==> src/rtl/operand_fetch.sv <==
// Decode and operand-fetch stage: decodes one instruction per cycle, reads the
// 8x16 register file with same-cycle writeback bypass, and holds operands for execute.
module operand_fetch #(
    parameter int DATA_W = 16,
    parameter int NREG   = 8
) (
    input  logic              clk,
    input  logic              rst,
    input  logic              in_valid,
    input  logic [15:0]       in_instr,
    output logic              in_ready,
    input  logic              wb_en,
    input  logic [2:0]        wb_addr,
    input  logic [DATA_W-1:0] wb_data,
    output logic              ex_valid,
    input  logic              ex_ready,
    output logic [DATA_W-1:0] ex_a,
    output logic [DATA_W-1:0] ex_b,
    output logic [4:0]        ex_shamt,
    output logic [3:0]        ex_opcode,
    output logic [2:0]        ex_func,
    output logic [2:0]        ex_rd,
    output logic              ex_illegal
);

    logic [DATA_W-1:0] rf_q [NREG];

    logic              accept_s;
    logic [2:0]        rs_s;
    logic [2:0]        rt_s;
    logic [DATA_W-1:0] op_a_s;
    logic [DATA_W-1:0] op_b_s;

    logic [DATA_W-1:0] a_d, b_d, a_q, b_q;
    logic [4:0]        shamt_d, shamt_q;
    logic [2:0]        func_d, func_q;
    logic [2:0]        rd_d, rd_q;
    logic              illegal_d, illegal_q;
    logic [3:0]        opcode_q;
    logic              valid_q;

    assign in_ready = !valid_q || ex_ready;
    assign accept_s = in_valid && in_ready;
    assign rs_s     = in_instr[11:9];
    assign rt_s     = in_instr[8:6];

    // Register-file write port; r0 is never written and stays zero.
    always_ff @(posedge clk or posedge rst) begin
        if (rst) begin
            for (int i = 0; i < NREG; i++) begin
                rf_q[i] <= '0;
            end
        end else begin
            for (int i = 1; i < NREG; i++) begin
                if (wb_en && (wb_addr == 3'(i))) begin
                    rf_q[i] <= wb_data;
                end
            end
        end
    end

    // Operand read with write-through bypass of the writeback happening this cycle.
    always_comb begin
        op_a_s = '0;
        op_b_s = '0;
        if (rs_s == 3'd0) begin
            op_a_s = '0;
        end else if (wb_en && (wb_addr == rs_s)) begin
            op_a_s = wb_data;
        end else begin
            op_a_s = rf_q[rs_s];
        end
        if (rt_s == 3'd0) begin
            op_b_s = '0;
        end else if (wb_en && (wb_addr == rt_s)) begin
            op_b_s = wb_data;
        end else begin
            op_b_s = rf_q[rt_s];
        end
    end

    // Instruction decode into the execute-facing fields.
    always_comb begin
        a_d       = '0;
        b_d       = '0;
        shamt_d   = 5'd0;
        func_d    = 3'd0;
        rd_d      = 3'd0;
        illegal_d = 1'b0;
        case (in_instr[15:12])
            4'h0: begin
                a_d    = op_a_s;
                b_d    = op_b_s;
                func_d = in_instr[2:0];
                rd_d   = in_instr[5:3];
            end
            4'h1: begin
                // Shift amounts 16..31 pass through untouched; execute saturates them.
                a_d     = op_a_s;
                shamt_d = in_instr[5:1];
                func_d  = {2'b00, in_instr[0]};
                rd_d    = in_instr[8:6];
            end
            default: begin
                illegal_d = 1'b1;
            end
        endcase
    end

    // One-entry pipeline register towards execute; fields freeze while stalled or drained.
    always_ff @(posedge clk or posedge rst) begin
        if (rst) begin
            valid_q   <= 1'b0;
            a_q       <= '0;
            b_q       <= '0;
            shamt_q   <= 5'd0;
            opcode_q  <= 4'd0;
            func_q    <= 3'd0;
            rd_q      <= 3'd0;
            illegal_q <= 1'b0;
        end else if (accept_s) begin
            valid_q   <= 1'b1;
            a_q       <= a_d;
            b_q       <= b_d;
            shamt_q   <= shamt_d;
            opcode_q  <= in_instr[15:12];
            func_q    <= func_d;
            rd_q      <= rd_d;
            illegal_q <= illegal_d;
        end else if (ex_ready) begin
            valid_q   <= 1'b0;
        end
    end

    assign ex_valid   = valid_q;
    assign ex_a       = a_q;
    assign ex_b       = b_q;
    assign ex_shamt   = shamt_q;
    assign ex_opcode  = opcode_q;
    assign ex_func    = func_q;
    assign ex_rd      = rd_q;
    assign ex_illegal = illegal_q;

endmodule

==> config.mk <==
export PLATFORM = sky130hd
export DESIGN_NAME = operand_fetch
export DESIGN_NICKNAME = d
export VERILOG_FILES = /design/src/rtl/operand_fetch.sv
export SDC_FILE = /design/constraint.sdc
export NUM_CORES = 1
export LEC_CHECK = 0
export ABC_AREA = 1
export CAP_MARGIN = 40
export CORE_ASPECT_RATIO = 1.4
export CORE_MARGIN = 10
export CORE_UTILIZATION = 58
export CTS_CLUSTER_SIZE = 25
export DETAILED_ROUTE_END_ITERATION = 10
export PLACE_DENSITY = 0.81
export RECOVER_POWER = 25
export SLEW_MARGIN = 10
export SYNTH_ARGS = -nofsm -noshare
export SYNTH_HDL_FRONTEND = slang
export SYNTH_SLANG_ARGS = --single-unit
==> constraint.sdc <==
create_clock -name clk -period 6.9 [get_ports clk]
set_clock_uncertainty 0.15 [all_clocks]
set_input_delay 1.38 -clock clk [delete_from_list [all_inputs] [get_ports clk]]
set_output_delay 1.38 -clock clk [all_outputs]
set_load 0.03 [all_outputs]
==> run_results.csv, run 1 <==
group,metric,value,unit
cells_and_area,nNetsFinal,1377,
synth,synth-simple-area-share,0.363,
floorplanning,die_area,20900,um^2
synth,postSynthAreaPerCell,6.95,um^2
synth,ys_ff_latch,161,
placed_design,place_area,9940,um^2
clock_network,hold_buffers,0,
pwr,power.total,2.71,mW
detailed_routing,drt-initial-drc-count,1139,
cells_and_area,final_cells,1542,
timing,max_freq,241,MHz
placed_design,preCtsSetupSlack,2.73,ns
synth,synth_fa_ha_area_frac,0,
grt,grt_pass1_vias,8483,
cells_and_area,layout-drive-gt1-share,0.0667,
detailed_routing,vias,9001,
cells_and_area,fin_util,0.699,
synth,syn_area,8940,um^2
clock_network,tritoncts,"built",
synth,yosys-top-cells-area,"dfrtp_1, nand2_1, nand3_1, o21ai_0, inv_1",
synth,yosys_warnings,16,
placed_design,dp_hpwl,18400,um
timing,whs,0.332,ns
detailed_routing,drc,0,
synth,synth_compound_area_frac,0.0902,
critical_path,critPathArrivalTime,2.62,ns
critical_path,worstSetupStartpointType,"input pin",
clock_network,cts_made_buffers,17,
synth,synth_top_family_by_area,"simple AND/OR/NAND/NOR gates",
timing,relSlewSlack,-0.723,
clock_network,root_buffer,"clkbuf_16",
synth,ys_types,26,
critical_path,crit_chain,"clkdlybuf4s50_1, inv_1, nand2_2, clkdlybuf4s50_1",
synth,synth_top_area_frac,0.451,
critical_path,max_stage_delay,0.67,ns
floorplanning,die_width,125,um
clock_network,clock-sinks,161,
detailed_routing,final_antenna_net_count,0,
outcome,violations,"capacitance limit, slew limit",
synth,synthXorXnorAreaFrac,0,
detailed_routing,vias_per_cell,5.84,
clock_network,htreeDepth,4,
timing,finalSetupViolCount,0,
placed_design,portBuffers,89,
critical_path,cp_num_buf_inv,3,
critical_path,worstSetupPathType,"in -> out",
critical_path,crit_fanout,3,
grt,gr-total-overflow,0,
cells_and_area,final_area,10500,um^2
synth,synth.largest_area_cell,"dfrtp_1",
clock_network,path_clk_slew,0.06,ns
critical_path,crit_required,5.37,ns
pwr,peakVddDrop,0.162,mV
pwr,power_density,257,nW/um^2
grt,grt_pass1_wl,46200,um
cells_and_area,n_antenna_cell,0,
detailed_routing,wl,29000,um
pwr,p_leak,5.47,nW
floorplanning,design.core.area,15100,um^2
synth,syn_inst,1287,
timing,fin_ws,2.75,ns
cells_and_area,area_growth,17.7,%
grt,grt_antenna_before_repair,0,
cells_and_area,most-common-layout-cells,"nand2_1, nand3_1, dfrtp_1, o21ai_0, inv_1",
clock_network,post-cts-setup-buffer-count,0,
synth,synthesis.nets,1327,
grt,grt_usage,0.273,
critical_path,crit_path_end_kind,"primary output",
clock_network,clockBufferDepth,2,
placed_design,gp_congestion,0.882,
synth,synthMuxAreaShare,0,
critical_path,critPathTopFamily,"buffers and inverters",
timing,tns,0,ns
timing,post-route-min-period,4.15,ns
floorplanning,die_height,167,um
min_path,hp-class,"reg -> reg",
clock_network,clock_latency,0.44,ns
timing,finalHoldViolCount,0,
critical_path,crit_top_cell,"clkdlybuf4s50_1",
floorplanning,pin_count,90,
flow_run,maxCapViolations,1,
floorplanning,fp-row-count,53,
detailed_routing,drtPass1Iterations,6,
clock_network,ctsResizeCount,0,
detailed_routing,wl_per_cell,18.8,um
critical_path,slowest_stage,"clkdlybuf4s50_1",
synth,yosysSeqAreaShare,0.451,
placed_design,placed_cells,1510,
timing,rsz0062_at_grt,"false",
outcome,run_status,"complete, but fails checks",
timing,worst_slew_pin_slew,2.57,ns
grt,grt_max_degree,65,
floorplanning,start_util,0.594,
cells_and_area,final_common_cell,"nand2_1",
timing,drv_slew,54,
timing,fin_crit_sh,0.601,
## power by group
group          switching (mW)  total (mW)  internal (mW)
clock                   0.426       0.970          0.543
combinational           0.351       0.552          0.201
sequential              0.105        1.19           1.08
## path summary, 6_finish.rpt
check,from,end,slack [ns],cells past startpoint
setup / recovery,ex_ready,in_ready,2.75,4
hold / removal,ex_func[2],ex_func[2],0.33,2
setup reg to reg,ex_valid,ex_a[8],4.40,10
hold reg to reg,ex_func[2],ex_func[2],0.33,2
max in group asynchronous,rst,rf_q[44],3.02,3
min in group asynchronous,rst,ex_a[0],1.95,2
## tightest hold or removal path: cells and delay by family (launching register included)
kind            cells  cell delay (ns)
flops               1             0.34
simple gates        1             0.05
compound gates      1             0.05
## cell type report
class / count / area (um^2)
Clock buffer: 17 / 425
Fill cell: 1258 / 4530
Sequential cell: 161 / 4030
Tap cell: 192 / 240
Timing Repair Buffer: 107 / 1120
Inverter: 129 / 490
Clock inverter: 15 / 168
Multi-Input combinational cell: 921 / 4060
## layer usage
layer / global-route usage / share of wire / up-vias
met4: 0.161 / 0.058 / 0
met5: 0 / 0 / -
met2: 0.429 / 0.47 / 581
li1: - / - / 4145
met1: 0.336 / 0.37 / 4152
met3: 0.0588 / 0.11 / 123
## registers in the layout, indices dropped and copies added (netlist names)
| name | cells |
|---|---|
| ex_valid | 1 |
| ex_opcode | 4 |
| ex_func | 3 |
| ex_a | 16 |
| ex_rd | 3 |
| ex_illegal | 1 |
| rf_q | 112 |
| ex_shamt | 5 |
| ex_b | 16 |
## synthesized netlist by cell type
| cell | n |
|---|---|
| a21oi_1 | 11 |
| a21oi_4 | 1 |
| a22o_1 | 2 |
| buf_1 | 1 |
| buf_2 | 22 |
| buf_4 | 6 |
| buf_6 | 5 |
| clkbuf_1 | 42 |
| dfrtp_1 | 161 |
| inv_1 | 118 |
| inv_2 | 9 |
| inv_4 | 2 |
| nand2_1 | 556 |
| nand2_2 | 5 |
| nand2_4 | 2 |
| nand3_1 | 175 |
| nand3_2 | 10 |
| nor2_1 | 9 |
| nor2_2 | 3 |
| nor2_4 | 4 |
| nor2_8 | 1 |
| nor3_2 | 1 |
| o211ai_1 | 3 |
| o21ai_0 | 124 |
| o21ai_1 | 12 |
| o31ai_1 | 2 |
## kinds of logic (layout without fill, tap and decap cells)
group | count (synthesis) | in the layout
compound gates | 155 | 155
buf+inv | 205 | 268
flops | 161 | 161
simple gates | 766 | 766
(Power assumes the default switching activity.)
==> inputs of run 2 (changes only) <==
CORE_UTILIZATION = 52   (was 58)
PLACE_DENSITY = 0.77   (was 0.81)
clock period = 3.5 ns   (was 6.9 ns; I/O delays follow)
==> run 2 against run 1 <==
- the flow now finishes without violations
- via count decreased by 1.1%
- power is 94% higher
- sequential cell count did not move
- worst hold slack worse by 0.0056 ns
- global-route usage is 1.6 points lower
- sequential power grew 97%
- clock power increased by 88%
- critical path depth shrank 1
- sequential share of layout area grew 0.16 points
- highest routed layer unchanged
- core utilization shrank 7.6 points
- non-clock buffer count is 9 higher
==> run_results.csv, run 2 (synthesis gave the netlist of run 1 again) <==
group,metric,value,unit
outcome,run_status,"finished clean",
critical_path,worstSetupPathType,"in -> async",
detailed_routing,drtPass1Iterations,6,
cells_and_area,n_antenna_cell,0,
critical_path,crit_path_end_kind,"async pin",
clock_network,cts_made_buffers,17,
grt,busiest_layer,"met2",
cells_and_area,final_area,10500,um^2
min_path,hold_start,"ex_b[14]",
clock_network,ctsResizeCount,0,
grt,use_met3,0.0582,
timing,max_freq,354,MHz
critical_path,rrSetupSlack,1.65,ns
critical_path,worstReg2RegStart,"ex_valid",
floorplanning,start_util,0.532,
detailed_routing,vias,8902,
detailed_routing,drc,0,
timing,rsz0062_at_grt,"false",
clock_network,clock-sinks,161,
grt,grt_antenna_before_repair,0,
critical_path,r2r.worst_path.cells,9,
cells_and_area,most-common-layout-cells,"nand2_1, nand3_1, dfrtp_1, o21ai_0, inv_1",
clock_network,clockBufferDepth,2,
cells_and_area,fillers,1561,
placed_design,dp_hpwl,19300,um
grt,grt_max_degree,101,
cells_and_area,nNetsFinal,1386,
pwr,p_leak,5.44,nW
detailed_routing,drt-initial-drc-count,1087,
grt,grt_use_met1,0.324,
clock_network,hold_buffers,0,
clock_network,clock_latency,0.44,ns
floorplanning,die_width,131,um
floorplanning,pin_count,90,
cells_and_area,regMostFlops,"rf_q",
detailed_routing,vias_per_cell,5.70,
cells_and_area,area_growth,17.2,%
critical_path,critPathArrivalTime,2.98,ns
grt,grt_pass1_vias,8440,
clock_network,post-cts-setup-buffer-count,0,
timing,relSlewSlack,0.0518,
clock_network,htreeDepth,4,
clock_network,tritoncts,"built",
grt,grt_pass1_wl,46200,um
grt,met2_usage,0.401,
timing,finalSetupViolCount,0,
placed_design,portBuffers,89,
timing,worst_slew_pin_slew,1.42,ns
min_path,hold_path_end,"ex_b[14]",
critical_path,worstSetupStartpointType,"input pin",
floorplanning,design.core.area,16800,um^2
min_path,holdPathStages,2,
critical_path,crit_fanout,100,
clock_network,path_clk_slew,0.06,ns
grt,grt_usage,0.257,
timing,fin_crit_sh,0.807,
timing,post-route-min-period,2.82,ns
min_path,hp-class,"reg -> reg",
placed_design,place_area,9940,um^2
timing,drv_slew,0,
detailed_routing,wl_per_cell,18.5,um
placed_design,gp_congestion,0.917,
cells_and_area,final_common_cell,"nand2_1",
cells_and_area,largest_register_ffs,112,
timing,finalHoldViolCount,0,
pwr,peakVddDrop,0.281,mV
timing,tns,0,ns
floorplanning,fp-row-count,56,
critical_path,rr_endpoint,"ex_a[6]",
clock_network,root_buffer,"clkbuf_16",
floorplanning,die_height,175,um
flow_run,maxCapViolations,0,
cells_and_area,layout-drive-gt1-share,0.0728,
pwr,power_density,500,nW/um^2
floorplanning,die_area,22900,um^2
critical_path,crit_required,3.65,ns
detailed_routing,final_antenna_net_count,0,
grt,gr-total-overflow,0,
detailed_routing,wl,28900,um
-- run 2: power breakdown --
group	total, mW	internal (mW)	switching [mW]
logic	1.09	0.393	0.694
registers	2.34	2.14	0.205
clock network	1.82	1.00	0.814
-- run 2: critical path, stage by stage --
cell	delay, ns
dlygate4sd3_1	0.54
clkinvlp_2	0.45
clkbuf_4	1.15
-- run 2: area by class of cell --
cell class                      instances  area [um^2]  area share
Tap cell                              203          254      0.0242
Multi-Input combinational cell        921         4060       0.387
Clock inverter                         14          130      0.0124
Clock buffer                           18          439      0.0419
Timing Repair Buffer                  116         1080       0.103
Inverter                              129          490      0.0468
Sequential cell                       161         4030       0.384
-- run 2: routing by layer --
layer | share of wire | wire, um
met1 | 0.38 | 11100
met3 | 0.10 | 2920
met2 | 0.47 | 13600
met4 | 0.045 | 1300
met5 | 0 | 0
-- run 2: how the worst max path moves through the flow --
stage / startpoint / endpoint / cells after the start
after global placement: ex_ready / in_ready / 4
after global routing: rst / rf_q[85] / 3
after CTS: ex_ready / in_ready / 4
after detailed placement: ex_ready / in_ready / 4
final: rst / rf_q[69] / 3
after floorplan: rst / ex_a[0] / 1
-- run 2: metrics by stage --
| step | hold slack (ns) | setup slack (ns) | utilization | total power, mW | cells |
|---|---|---|---|---|---|
| 2_1_floorplan | 0.303 | 0.607 | - | 3.08 | 1287 |
| 3_3_place_gp | 0.315 | 0.712 | 0.591 | 3.41 | 1530 |
| 3_5_place_dp | 0.315 | 0.704 | 0.591 | 3.44 | 1530 |
| 4_1_cts | 0.332 | 0.703 | 0.625 | 5.24 | 1562 |
| 5_1_grt | 0.355 | 0.364 | 0.623 | 5.52 | 1562 |
| 6_report | 0.326 | 0.677 | 0.623 | 5.24 | 1562 |
